[config.mk]
export PLATFORM = sky130hd
export DESIGN_NAME = tx_arbiter
export DESIGN_NICKNAME = d
export VERILOG_FILES = /design/src/rtl/tx_arbiter.sv
export SDC_FILE = /design/constraint.sdc
export NUM_CORES = 1
export LEC_CHECK = 0
export ABC_CLOCK_PERIOD_IN_PS = 4150
export BUFFER_PORTS_ARGS = -buffer_cell sky130_fd_sc_hd__buf_2
export CAP_MARGIN = 15
export CORE_MARGIN = 4
export CORE_UTILIZATION = 45
export DETAILED_ROUTE_END_ITERATION = 8
export PLACE_DENSITY = 0.83
export SLEW_MARGIN = 20
export SYNTH_ARGS = -nofsm -noshare
export SYNTH_HDL_FRONTEND = slang
export SYNTH_SLANG_ARGS = --single-unit
[constraint.sdc]
create_clock -name clk -period 4.15 [get_ports clk]
set_input_delay 0.6225 -clock clk [delete_from_list [all_inputs] [get_ports clk]]
set_output_delay 0.6225 -clock clk [all_outputs]
set_load 0.01 [all_outputs]
[src/rtl/tx_arbiter.sv]
// tx_arbiter: round-robin arbiter sharing the transceiver's single send port among NUM_REQ producers.
// Defining TX_ARB_TIMEOUT_EN compiles in an abort after TIMEOUT_CYCLES cycles of waiting for done.
module tx_arbiter #(
  parameter int NUM_REQ        = 2,
  parameter int DATA_W         = 16,
  parameter int TIMEOUT_CYCLES = 65536
) (
  input  logic                        clk,
  input  logic                        rstb,
  input  logic [NUM_REQ*DATA_W-1:0]   req_data,
  input  logic [NUM_REQ-1:0]          req_valid,
  output logic [NUM_REQ-1:0]          req_ready,
  output logic [DATA_W-1:0]           data_send,
  output logic                        data_send_valid,
  input  logic                        data_send_done,
  output logic [$clog2(NUM_REQ)-1:0]  grant_id,
  output logic                        busy,
  output logic                        tx_timeout
);
  localparam int IW = $clog2(NUM_REQ);

  localparam logic [1:0] ST_IDLE   = 2'd0;
  localparam logic [1:0] ST_LAUNCH = 2'd1;
  localparam logic [1:0] ST_WAIT   = 2'd2;

  if (NUM_REQ < 2 || NUM_REQ > 8 || TIMEOUT_CYCLES < 2) begin : g_param_check
    $error("tx_arbiter: NUM_REQ must be 2..8 and TIMEOUT_CYCLES at least 2");
  end

  // Handshake: requester i's word is taken on a cycle with req_valid[i] & req_ready[i];
  // req_ready is raised only in IDLE and only for the round-robin winner.
  logic [1:0]    state;
  logic [IW-1:0] rr_ptr;
  logic [IW-1:0] win_id;
  logic [IW-1:0] cand;
  logic [IW-1:0] next_ptr;
  logic          any_valid;
  logic          accept;
  logic          wait_exit;
  logic          timeout_hit;
  int            idx;

  // Scan downward so the lowest offset from rr_ptr is the last (winning) assignment.
  always_comb begin
    win_id    = '0;
    any_valid = 1'b0;
    idx       = 0;
    cand      = '0;
    for (int k = NUM_REQ - 1; k >= 0; k--) begin
      idx  = (int'(rr_ptr) + k) % NUM_REQ;
      cand = IW'(idx);
      if (req_valid[cand]) begin
        win_id    = cand;
        any_valid = 1'b1;
      end
    end
  end

  always_comb begin
    req_ready = '0;
    if (state == ST_IDLE && any_valid) req_ready[win_id] = 1'b1;
  end

  assign accept   = (state == ST_IDLE) && any_valid;
  assign next_ptr = (grant_id == IW'(NUM_REQ - 1)) ? '0 : grant_id + 1'b1;
  assign busy     = (state == ST_LAUNCH) || (state == ST_WAIT);

`ifdef TX_ARB_TIMEOUT_EN
  localparam int CW = $clog2(TIMEOUT_CYCLES);
  logic [CW-1:0] wait_cnt;

  always_ff @(posedge clk or negedge rstb) begin
    if (!rstb)                   wait_cnt <= '0;
    else if (state == ST_LAUNCH) wait_cnt <= '0;
    else if (state == ST_WAIT)   wait_cnt <= wait_cnt + 1'b1;
  end

  // A done arriving on the terminal count wins over the abort.
  assign timeout_hit = (state == ST_WAIT) && (wait_cnt == CW'(TIMEOUT_CYCLES - 1)) && !data_send_done;
`else
  assign timeout_hit = 1'b0;
`endif

  assign wait_exit = (state == ST_WAIT) && (data_send_done || timeout_hit);

  always_ff @(posedge clk or negedge rstb) begin
    if (!rstb) begin
      state           <= ST_IDLE;
      rr_ptr          <= '0;
      data_send       <= '0;
      data_send_valid <= 1'b0;
      grant_id        <= '0;
      tx_timeout      <= 1'b0;
    end else begin
      data_send_valid <= 1'b0;
      tx_timeout      <= 1'b0;
      case (state)
        ST_IDLE: begin
          if (accept) begin
            data_send       <= req_data[win_id*DATA_W +: DATA_W];
            grant_id        <= win_id;
            data_send_valid <= 1'b1;
            state           <= ST_LAUNCH;
          end
        end
        ST_LAUNCH: state <= ST_WAIT;
        ST_WAIT: begin
          if (wait_exit) begin
            state      <= ST_IDLE;
            rr_ptr     <= next_ptr;
            tx_timeout <= timeout_hit;
          end
        end
        default: state <= ST_IDLE;
      endcase
    end
  end

endmodule

==> metrics.log <==
INFO  metric dr.pass1.iters = 4
INFO  metric clock_tree.root_cell = clkbuf_4
INFO  metric gr-max-usage-layer = met2
INFO  metric tritoncts.num_buffers = 3
INFO  metric drt_iter0_markers = 17
INFO  metric post-cts-setup-buffer-count = 0
INFO  metric cellPowerDensity = 698 nW/um^2
INFO  metric result_of_the_run = complete, no violations
INFO  metric layout_worst_path_cycle_share = between 50% and 60%
INFO  metric detail_route.drc_violations = 0
INFO  metric layout.area.seq = 526 um^2
INFO  metric use_met3 = under 10%
INFO  metric antenna_found_initial = 0
INFO  metric worst_path_max_delay_cell = a21oi_4
INFO  metric layout_cells_sized_above_1 = a little under half
INFO  metric dpl.hpwl = 1.76 mm
INFO  metric vias_per_inst = roughly 5.3
INFO  metric cts-htree-levels = 1
INFO  metric total_area_of_multi_input_combinational_cells = between 400 and 500 um^2
INFO  metric synthDominantAreaCellType = dfrtp_1
INFO  metric use_met1 = 22.7%
INFO  metric worstSetupPathDepth = 5
INFO  metric drt.antenna.violating_nets = 0
INFO  metric grt_overflow = 0
INFO  metric clock_pin_slew_worst_setup_and_hold_paths = around 110 ps
INFO  metric end_kind = primary output
INFO  metric rsz0062_at_grt = no
INFO  metric timing_hold_violations_final = 0
INFO  metric buffer_ports.inserted = 57
INFO  metric setup_viol = 0
INFO  metric routed_wire_length_per_instance = 14.5 um
INFO  metric synth.area.top_cells = dfrtp_1, a221o_1, and2_0
INFO  metric slew_headroom = a little under three fifths
INFO  metric cts_resized = 0
INFO  metric timing.setup.critical_path_class = reg -> out
INFO  metric cts_tree = yes
INFO  metric route.vias.total = 856
INFO  metric setup.worst_path.start_class = flip-flop
INFO  metric sequential_element_share_of_the_synthesized_area = 53.4%
INFO  metric areaGrowthSynthToFinish = 30.9%
INFO  metric die_width = 54.8 um
INFO  metric arr_time_crit_path = 1780 ps
INFO  metric number_of_global_route_vias_before_repair = 850
INFO  metric path_delay_family = compound AO/OA/AOI/OAI gates
INFO  metric syn_avg_cell_area = 12.6 um^2
INFO  metric ctsHoldBuffers = 0
INFO  metric path_max_fanout = 18
INFO  metric timing_worst_slew_pin_value = 669 ps
INFO  metric die_height = 54.8 um
INFO  metric numClockSinks = 21
INFO  metric list_of_cells_traversed_by_the_critical_path = inv_1, ha_1, nand2_1, a21oi_4, buf_2
INFO  metric design.portCount = 59
INFO  metric worst-path-buf-inv = 2
INFO  metric static_leakage_power = 0.000674 uW
INFO  metric postSynthCellCount = 78
INFO  metric fin_worst_skew = 1.50 ps
INFO  metric met2_track_utilization_from_global_routing = just under 30%
INFO  metric drv_cap = 0
INFO  metric worstHoldPathType = in -> async
INFO  metric final_nets = 176
INFO  metric grt_first_pass_wirelength = 3.73 mm
INFO  metric coreArea = just over 2000 um^2
INFO  metric slew_violations = 0
INFO  metric max_stage_delay = roughly 420 ps
INFO  metric fmax = 416 MHz
INFO  metric wl = between 2 and 2.5 mm
INFO  metric grt_max_degree = 22
INFO  metric effective_utilization_at_floorplan = 48.6%
INFO  metric total_routing_usage_reported_by_global_routing = 17.5%
INFO  metric cts.path.max_buffers = 2
INFO  metric synth.net_count = 118
INFO  metric synth_area = between 900 and 1000 um^2
INFO  metric timing.setup.tns = 0 ps
INFO  metric die-area = ~3000 um^2
INFO  metric antenna-diode-count = 0
INFO  metric synth_cell_types = 19
INFO  metric synth.top_cell.area_share = 53.4%
INFO  metric worst_hold_slack = 253 ps
INFO  metric r2r_cells = 5
INFO  metric postSynthRegisterBits = 21
INFO  metric final.fill_count = 172
INFO  metric fp-row-count = 16
INFO  metric worstSkewPairLatency = 290 ps
INFO  metric period_minus_slack = around 2400 ps
INFO  metric synth-warning-count = 0
INFO  metric timing.reg2reg.setup_slack = about 2600 ps
INFO  metric place.gp.congestion = 0.682
INFO  metric vdd_drop_max = 0.399 mV
INFO  metric worst_ep_required_time = approximately 3500 ps
-- synthesized netlist by cell type (all sizes together) --
| cell type | n |
|---|---|
| a21oi | 4 |
| o22ai | 1 |
| a221o | 16 |
| a21o | 1 |
| buf | 4 |
| a31oi | 1 |
| o21ai | 1 |
| nor2b | 1 |
| dfrtp | 21 |
| inv | 4 |
| mux2 | 1 |
| ha | 3 |
| and2 | 16 |
| nand2 | 2 |
| nor2 | 1 |
| conb | 1 |
-- logic make-up (layout without fill, tap and decap cells) --
kind of cell    after synthesis  after routing  share of synthesized area, %
compound gates               24             24                          23.5
flops                        21             21                          53.4
simple gates                 20             20                          12.0
buf+inv                       8             65                          5.72
fa+ha+maj                     3              3                          3.82
other cells                   1              1                         0.381
mux                           1              1                          1.14
-- power breakdown --
part	internal, uW	switching [uW]	total (uW)	leakage [uW]
Clock	37.4	58.3	95.7	0.0000150
Combinational	214	236	451	0.000401
Sequential	303	49.9	353	0.000258
Total	555	344	899	0.000674
-- routing by layer --
layer | vias up | routed length [um]
li1 | 405 | -
met1 | 426 | 944
met3 | 4 | 99
met5 | - | 0
met4 | 0 | 40
met2 | 21 | 1270
-- area by class of cell --
class / count / area share (%)
inverters: 4 / 1.17
flip-flops and latches: 21 / 40.8
well taps: 27 / 2.62
clock buffers: 4 / 2.04
multi-input cells: 49 / 31.2
repair buffers: 57 / 22.2
-- flip-flops by register name (all words and copies together) (netlist names) --
signal           count
rr_ptr               1
grant_id             1
data_send           16
state                2
data_send_valid      1
-- cell usage in the layout (no fill, tap or decap), drive strengths merged, types with 2 or more instances in the layout --
master and count:
clkbuf 4, nand2 2, a221o 16, dfrtp 21, ha 3, inv 4
a21oi 4, buf 57, and2 16
-- through the flow --
stage	setup slack [ps]	area, um^2	util (%)	total power, uW	std cells
floorplan	2410	983	-	658	78
global placement	2060	1260	62.4	795	158
detailed placement	2030	1260	62.4	809	158
CTS	1760	1290	63.7	909	162
global route	1620	1290	63.7	973	162
finish	1750	1290	63.7	899	162
-- path summary, 6_finish.rpt --
kind | startpoint | endpoint
min in group clk | grant_id | rr_ptr
min reg2reg | grant_id | rr_ptr
max reg2reg | state[0] | data_send[14]
max in group asynchronous | rstb | data_send[10]
min | rstb | data_send[5]
max | state[0] | req_ready[1]
Note: power is estimated with default switching activity, not from simulation.
